**src/rtl/cpu_control_fsm.sv**
```systemverilog
// ============================================================================
//  Module   : cpu_control_fsm
//  Purpose  : Multi-cycle FETCH/DECODE/EXECUTE/MEMORY/WRITEBACK sequencer for
//             the 16-bit SPU datapath; owns PC and IR.
//  Options  : CPU_CTRL_ILLEGAL_TRAP_EN - trap illegal opcodes into HALT.
//  Revision : 1.0 - initial release
// ============================================================================
`default_nettype none

module cpu_control_fsm #(
  parameter logic [15:0] PC_RESET = 16'h0000
) (
  input  logic        clk,
  input  logic        reset,
  input  logic        run,
  input  logic [15:0] instruction,
  input  logic        alu_zero,
  input  logic        mem_ready,
  output logic [15:0] pc,
  output logic [2:0]  reg_read_address_1,
  output logic [2:0]  reg_read_address_2,
  output logic [2:0]  reg_write_destination,
  output logic        reg_write_enable,
  output logic [2:0]  alu_control,
  output logic        alu_src_imm,
  output logic [15:0] imm_ext,
  output logic        memory_read,
  output logic        memory_write_enable,
  output logic        mem_to_reg,
  output logic [2:0]  state,
  output logic        halted
`ifdef CPU_CTRL_ILLEGAL_TRAP_EN
  ,
  output logic        illegal_op
`endif
);

  localparam logic [2:0] S_FETCH     = 3'd0;
  localparam logic [2:0] S_DECODE    = 3'd1;
  localparam logic [2:0] S_EXECUTE   = 3'd2;
  localparam logic [2:0] S_MEMORY    = 3'd3;
  localparam logic [2:0] S_WRITEBACK = 3'd4;
  localparam logic [2:0] S_HALT      = 3'd5;

  localparam logic [3:0] OP_LD  = 4'h0;
  localparam logic [3:0] OP_ST  = 4'h1;
  localparam logic [3:0] OP_ALU = 4'h2;
  localparam logic [3:0] OP_BEQ = 4'h3;
  localparam logic [3:0] OP_BNE = 4'h4;
  localparam logic [3:0] OP_JMP = 4'h5;
  localparam logic [3:0] OP_HLT = 4'hF;

  // An odd reset vector is forced even so pc[0] can never be set.
  localparam logic [15:0] C_PC_RESET = {PC_RESET[15:1], 1'b0};

  logic [2:0]  state_q, state_d;
  logic [15:0] pc_q, pc_d;
  logic [15:0] ir_q, ir_d;
  logic [3:0]  w_op;
  logic        w_taken;
  logic        w_exec_phase;

  assign w_op    = ir_q[15:12];
  assign w_taken = (w_op == OP_BEQ) ? alu_zero : ~alu_zero;

  assign pc                    = pc_q;
  assign state                 = state_q;
  assign halted                = (state_q == S_HALT);
  assign reg_read_address_1    = ir_q[11:9];
  assign reg_read_address_2    = ir_q[8:6];
  assign reg_write_destination = (w_op == OP_LD) ? ir_q[8:6] : ir_q[5:3];
  assign imm_ext               = {{10{ir_q[5]}}, ir_q[5:0]};

`ifdef CPU_CTRL_ILLEGAL_TRAP_EN
  logic illegal_q, illegal_d;
  assign illegal_op = illegal_q;
`endif

  always_comb begin
    state_d = state_q;
    pc_d    = pc_q;
    ir_d    = ir_q;
`ifdef CPU_CTRL_ILLEGAL_TRAP_EN
    illegal_d = illegal_q;
`endif
    case (state_q)
      S_FETCH: begin
        if (run) begin
          ir_d    = instruction;
          pc_d    = pc_q + 16'd2;
          state_d = S_DECODE;
        end
      end
      S_DECODE: begin
        case (w_op)
          OP_JMP: begin
            pc_d    = {pc_q[15:13], ir_q[11:0], 1'b0};
            state_d = S_FETCH;
          end
          OP_HLT: state_d = S_HALT;
          OP_LD, OP_ST, OP_ALU, OP_BEQ, OP_BNE: state_d = S_EXECUTE;
          default: begin
`ifdef CPU_CTRL_ILLEGAL_TRAP_EN
            illegal_d = 1'b1;
            state_d   = S_HALT;
`else
            state_d   = S_FETCH;
`endif
          end
        endcase
      end
      S_EXECUTE: begin
        case (w_op)
          OP_ALU:       state_d = S_WRITEBACK;
          OP_LD, OP_ST: state_d = S_MEMORY;
          OP_BEQ, OP_BNE: begin
            // pc already points past the branch; offset is in halfwords.
            if (w_taken) pc_d = pc_q + {imm_ext[14:0], 1'b0};
            state_d = S_FETCH;
          end
          default:      state_d = S_FETCH;
        endcase
      end
      S_MEMORY: begin
        if (mem_ready) state_d = (w_op == OP_LD) ? S_WRITEBACK : S_FETCH;
      end
      S_WRITEBACK: state_d = S_FETCH;
      S_HALT:      state_d = S_HALT;
      default:     state_d = S_FETCH;
    endcase
  end

  always_ff @(posedge clk) begin
    if (reset) begin
      state_q <= S_FETCH;
      pc_q    <= C_PC_RESET;
      ir_q    <= 16'h0000;
`ifdef CPU_CTRL_ILLEGAL_TRAP_EN
      illegal_q <= 1'b0;
`endif
    end else begin
      state_q <= state_d;
      pc_q    <= pc_d;
      ir_q    <= ir_d;
`ifdef CPU_CTRL_ILLEGAL_TRAP_EN
      illegal_q <= illegal_d;
`endif
    end
  end

  assign w_exec_phase = (state_q == S_EXECUTE) || (state_q == S_MEMORY) ||
                        (state_q == S_WRITEBACK);

  // Strobes are masked by reset so an interrupted store never writes.
  always_comb begin
    reg_write_enable    = 1'b0;
    alu_control         = 3'b000;
    alu_src_imm         = 1'b0;
    memory_read         = 1'b0;
    memory_write_enable = 1'b0;
    mem_to_reg          = 1'b0;
    if (!reset && w_exec_phase) begin
      case (w_op)
        OP_LD, OP_ST:   alu_src_imm = 1'b1;
        OP_ALU:         alu_control = ir_q[2:0];
        OP_BEQ, OP_BNE: alu_control = 3'b001;
        default:        alu_control = 3'b000;
      endcase
      if (state_q == S_MEMORY) begin
        memory_read         = (w_op == OP_LD);
        memory_write_enable = (w_op == OP_ST);
      end
      if (state_q == S_WRITEBACK) begin
        reg_write_enable = 1'b1;
        mem_to_reg       = (w_op == OP_LD);
      end
    end
  end

endmodule

`default_nettype wire

```
**config.mk**
```make
export PLATFORM = sky130hd
export DESIGN_NAME = cpu_control_fsm
export DESIGN_NICKNAME = d
export VERILOG_FILES = /design/src/rtl/cpu_control_fsm.sv
export SDC_FILE = /design/constraint.sdc
export NUM_CORES = 1
export LEC_CHECK = 0
export ABC_AREA = 1
export ABC_CLOCK_PERIOD_IN_PS = 3030
export CAP_MARGIN = 40
export CORE_ASPECT_RATIO = 0.5
export CORE_MARGIN = 2
export CORE_UTILIZATION = 48
export CTS_CLUSTER_SIZE = 8
export DETAILED_ROUTE_END_ITERATION = 8
export PLACE_DENSITY = 0.85
export REMOVE_ABC_BUFFERS = 1
export SETUP_SLACK_MARGIN = 0.2
export SLEW_MARGIN = 20
export SYNTH_ARGS = -nofsm -noshare
export SYNTH_HDL_FRONTEND = slang
export SYNTH_SLANG_ARGS = --single-unit
```
**constraint.sdc**
```tcl
create_clock -name clk -period 3.03 [get_ports clk]
set_input_delay 0.4545 -clock clk [delete_from_list [all_inputs] [get_ports clk]]
set_output_delay 0.4545 -clock clk [all_outputs]
set_load 0.005 [all_outputs]
```
Word-level counts from Yosys, hierarchy flattened
Cells that the tools add are included.
{"block": "totals", "out_inout_bits": 53, "reg_bits": 35, "inputBits": 21}
{"block": "op_classes", "n_mux": 25, "add_sub_neg": 2, "bitwise_logic": 2, "eq_ne": 16, "reduce_logical": 15}
{"operator": "$mux W16", "n": 3}
{"operator": "$pmux W16 S3", "n": 1}
{"operator": "$pmux W3 S2", "n": 3}
{"operator": "$add A16 B16 Y16", "n": 1}
{"operator": "$add A16 B2 Y16 const B", "n": 1}
{"operator": "$mux W3", "n": 5}
{"operator": "$pmux W3 S5", "n": 1}
{"operator": "$mux W13", "n": 1}
{"operator": "$mux W1", "n": 11}
{"operator": "$reduce_and A5 Y1", "n": 2}
{"operator": "$eq A4 B2 Y1 const B", "n": 2}
{"operator": "$eq A4 B3 Y1 const B", "n": 2}
{"operator": "$eq A3 B2 Y1 const B", "n": 2}
{"operator": "$eq A3 B3 Y1 const B", "n": 2}
{"operator": "$ne A2 B2 Y1 const B", "n": 3}
{"operator": "$reduce_or A5 Y1", "n": 1}
{"operator": "$eq A4 B1 Y1 const B", "n": 1}
{"operator": "$eq A4 B4 Y1 const B", "n": 1}
{"operator": "$logic_not A4 Y1", "n": 1}
{"operator": "$ne A2 B1 Y1 const B", "n": 2}
{"operator": "$reduce_and A2 Y1", "n": 2}
{"operator": "$reduce_or A2 Y1", "n": 2}
{"operator": "$eq A3 B1 Y1 const B", "n": 1}
{"operator": "$logic_not A3 Y1", "n": 1}
{"operator": "other kinds (6)", "n": 8}

Depth between registers and ports, before layout
{"block": "depth", "word_depth": 5, "ltp_mapped": 18, "mapped_depth_nobuf": 18}

Least setup slack after synthesis
OpenSTA, ideal clock, no wires.
{"block": "synth_timing", "path_type": "register to register", "from": "reg state_q[1] (netlist: state[1])", "to": "reg pc_q[13] (netlist: pc[13])", "t_arrival_ns": 2.247, "path_stages_with_launch": 17, "path_slack_ns": 0.666, "setup_time_ns": 0.117, "required_time_ns": 2.913, "path_cell_list": "dfxtp_1 inv_1 nor2_2 nand2_1 nor2_1 inv_1 fa_1 o21ai_0 nand2_1 nand3_1 nand4_1 nand2_1 nand2_1 nand3_1 nand2_1 nor2_1 nor2_1"}
{"block": "synth_via", "elab_chain_len": 3, "word_cells_on_any_way": 10}
{"item": "from (decl)", "line_no": "56", "source": "logic [2:0] state_q, state_d;"}
{"item": "from (signal assigned)", "line_no": "142", "source": "state_q <= state_d;"}
{"item": "$eq A3 B2 Y1, or another cell as far along", "line_no": "86", "source": "case (state_q)"}
{"item": "$ne A2 B1 Y1 (no source line), or another cell as far along"}
{"item": "$reduce_and A5 Y1 (no source line)"}
{"item": "to (signal assigned)", "line_no": "143", "source": "pc_q <= pc_d;"}
{"item": "to (decl)", "line_no": "57", "source": "logic [15:0] pc_q, pc_d;"}
Several ways; a longest one is shown, not always the timed one.
A chain may end at the register's enable or synchronous reset.

Worst setup path after layout
{"block": "layout_timing", "from": "in reset", "to": "out memory_write_enable"}
{"block": "layout_via", "elab_chain_len": 3}
{"item": "from (decl)", "line_no": "14", "source": "input logic reset,"}
{"item": "$logic_not A1 Y1", "line_no": "162", "source": "if (!reset && w_exec_phase) begin"}
{"item": "$logic_and A1 B1 Y1", "line_no": "162"}
{"item": "$mux W1", "line_no": "162"}
{"item": "to (decl)", "line_no": "28", "source": "output logic memory_write_enable,"}
No other way between the ends.

==> metrics <==
number of fill cells=465; Synth Area in Compound Gates=20.1%; Sum Neg Setup Slack=0 ns; Post-synth top flop=dfxtp_1; DRC=0; CTS tree=done; Row Count=18; Initial DRC Count=163; Post-synth EDFFs=0; leakage=between 1 and 1.5 nW; final hold violation count=0; RR Startpoint=state[1]$_SDFFE_PP0P_; hold path depth=2; first-pass GRT wire length=about 11000 um; CP required=between 2 and 3 ns; Die Span X=~110 um; area of the multi-input gates=roughly 0.0014 mm^2; DIE HEIGHT=approximately 55 um; vias in the first global route=2484; H-tree Lvls=2; Hold Path Sink=ir_q[11]$_SDFFE_PP0P_; Clock Latency Late Sink=slightly below 0.3 ns; startpoint types=input pin; Netlist cell types=37; Final min period=2.59 ns; Seq cells post-synth=34; Worst Reg-to-Reg Cells=16; drt wl/cell=roughly 14 um; CTS sink count=34; mux contribution to synthesized area=0%; final number of setup-violating endpoints=0; max-cap check violation count=0; I/O pin cnt=74; Num CTS Buffers=5; initial core utilization=approximately 50%; Setup Fix Bufs, Post-CTS=0; RSZ-0062 raised after global routing=no; Syn Area/Cell=6.29 um^2; nets=481; WL final=roughly 7200 um; status=completed; Syn Inst Count=a little over 400; Max IR drop VDD=approximately 420 uV; Final GP Congestion=around 0.97; Pre-antenna DRT Iters=5; Slew headroom=45.3%; Worst Hold Launch=ir_q[11]$_SDFFE_PP0P_; RR Endpoint=pc[13]$_SDFFE_PP0P_; Clock Skew=between 0.0015 and 0.002 ns; Die ar.=between 0.005 and 0.006 mm^2; storage element area=683 um^2; ys async rst share=0%; All-Layer GR Usage=a little under a quarter; Via Count=roughly 2.8k; Post-Synth XOR/XNOR Area=between 1 and 1.5%; Final Slew Violations=0; synth warn=0; antenna violations before repair=0; CTS Buffer Depth=2; remaining global-route overflow=0; crit path DAT=2.14 ns; Syn-to-layout area delta=27.8%; fin area=around 0.0032 mm^2; CP Class=in -> out; sequential area share after synthesis=around 27%; Core ar.=roughly 0.005 mm^2; top fanout value on the critical path=6; antenna-violating nets left=0; Tot Pwr=approximately 2.6 mW; Antenna Cells=0; period utilization=85.6%; Worst Hold Class=reg -> reg; CTS clock-pin slew for the worst setup and hold paths=0.07 ns; Simple-Gate Fraction of Synth Area=between 30% and 40%; power per standard cell area=805 mW/mm^2; number of port buffers=just over 70; CTS Root Cell=clkbuf_8; Adder-Cell Fraction of Synth Area=about 3.7%; vias per cell=approximately 5.4; Cell Area, Synth=0.00254 mm^2; pin count of the biggest net entering global routing=28; Worst Setup End Kind=primary output; HPWL after DPL=5390 um; reg2reg setup slack=~0.44 ns; placed inst area=0.00316 mm^2; largest family of logic cells by synthesized area=simple AND/OR/NAND/NOR gates; proportion of layout cells with a drive suffix above 1=under 10%; Worst Max-Slew Pin Slew=slightly above 0.8 ns; Fmax=385 MHz
-- cell type report --
type / instances / area share, %
multi-input cells: 279 / 43.9
repair buffers: 77 / 23.4
flip-flops and latches: 34 / 21.1
inverters: 56 / 6.56
well taps: 70 / 2.70
clock buffers: 7 / 2.35
-- metrics by stage --
step / worst slack [ns] / cells / utilization, % / hold WS (ns)
after CTS: 0.281 / 523 / 64.6 / 0.484
after detailed placement: 0.291 / 516 / 63.1 / 0.474
after global routing: 0.191 / 523 / 64.8 / 0.501
final: 0.436 / 523 / 64.8 / 0.486
after floorplan: 0.665 / 369 / - / 0.462
after global placement: 0.417 / 516 / 63.1 / 0.472
-- critical path, stage by stage --
cell and delay (ns):
clkdlybuf4s50_1 0.47, nor3_1 0.25, a21oi_1 0.15, nor4_1 0.25, clkdlybuf4s50_1 0.56
-- registers in the layout (all words and copies together), names as in the netlist --
signal,cells
pc,15
ir_q,16
state,3
-- synth_stat cells (all sizes together), types with 3 or more instances --
| master | count | area share (%) |
|---|---|---|
| nor4 | 4 | 0.99 |
| nand4 | 6 | 2.1 |
| a21oi | 46 | 9.1 |
| clkbuf | 5 | 0.74 |
| o21ai | 35 | 6.9 |
| dfxtp | 34 | 27 |
| inv | 56 | 8.4 |
| buf | 29 | 8.2 |
| nor2 | 36 | 5.9 |
| nand3 | 32 | 6.5 |
| xor2 | 3 | 1.0 |
| nand2 | 88 | 13 |
| a41oi | 4 | 1.4 |
| nor3 | 4 | 0.79 |
| ha | 6 | 3.0 |
-- cell usage in the layout, fill, tap and decap left out, types with 2 or more instances in the layout --
cell type | synthesis | routed
dfxtp_1 | 34 | 32
clkbuf_8 | 0 | 5
clkbuf_1 | 5 | 2
o2111ai_1 | 2 | 2
dfxtp_2 | 0 | 2
a21oi_1 | 46 | 46
o21bai_1 | 2 | 2
nor2_2 | 3 | 2
nor2_1 | 32 | 32
a41oi_1 | 4 | 4
o21ai_0 | 35 | 35
inv_1 | 52 | 52
nand2_2 | 4 | 5
nor2_4 | 1 | 2
nand3_1 | 31 | 31
inv_2 | 3 | 3
nor3_1 | 4 | 4
nand2_1 | 84 | 83
xor2_1 | 3 | 3
nand4_1 | 5 | 5
or2_2 | 2 | 2
clkdlybuf4s50_1 | 0 | 72
ha_1 | 6 | 6
buf_4 | 23 | 5
nor4_1 | 4 | 4
-- worst max-delay path by stage --
stage	from	end	slack (ns)	depth (start not counted)
after floorplan	state[1]$_SDFFE_PP0P_	pc[13]$_SDFFE_PP0P_	0.66	16
after global placement	state[1]$_SDFFE_PP0P_	pc[13]$_SDFFE_PP0P_	0.42	16
after detailed placement	state[1]$_SDFFE_PP0P_	pc[13]$_SDFFE_PP0P_	0.29	16
after CTS	state[1]$_SDFFE_PP0P_	pc[13]$_SDFFE_PP0P_	0.28	16
after global routing	state[1]$_SDFFE_PP0P_	pc[13]$_SDFFE_PP0P_	0.19	16
final	reset	memory_write_enable	0.44	5
-- what timing repair did --
| action | CTS | global route |
|---|---|---|
| hold buffers | 0 | 0 |
| gates resized for setup | 0 | 4 |
| hold endpoints to repair | 0 | 0 |
| endpoints found under the setup margin | 0 | 7 |
-- logic make-up after synthesis --
logic type / count (synthesis)
flops: 34
simple gates: 173
fa+ha+maj: 7
other cells: 1
compound gates: 94
xor+xnor: 4
buf+inv: 90
-- power breakdown --
part / internal [mW] / switching [mW] / leakage, nW
clock: 0.158 / 0.170 / 0.0383
sequential: 0.593 / 0.157 / 0.281
combinational: 0.641 / 0.892 / 1.03
total: 1.39 / 1.22 / 1.35
-- metal layers --
metal / track usage [%] / routed length, um
met5: 0 / 0
met3: 5.55 / 587
met1: 31.5 / 3270
met2: 38.8 / 3270
met4: 7.05 / 76
(Power assumes the default switching activity.)
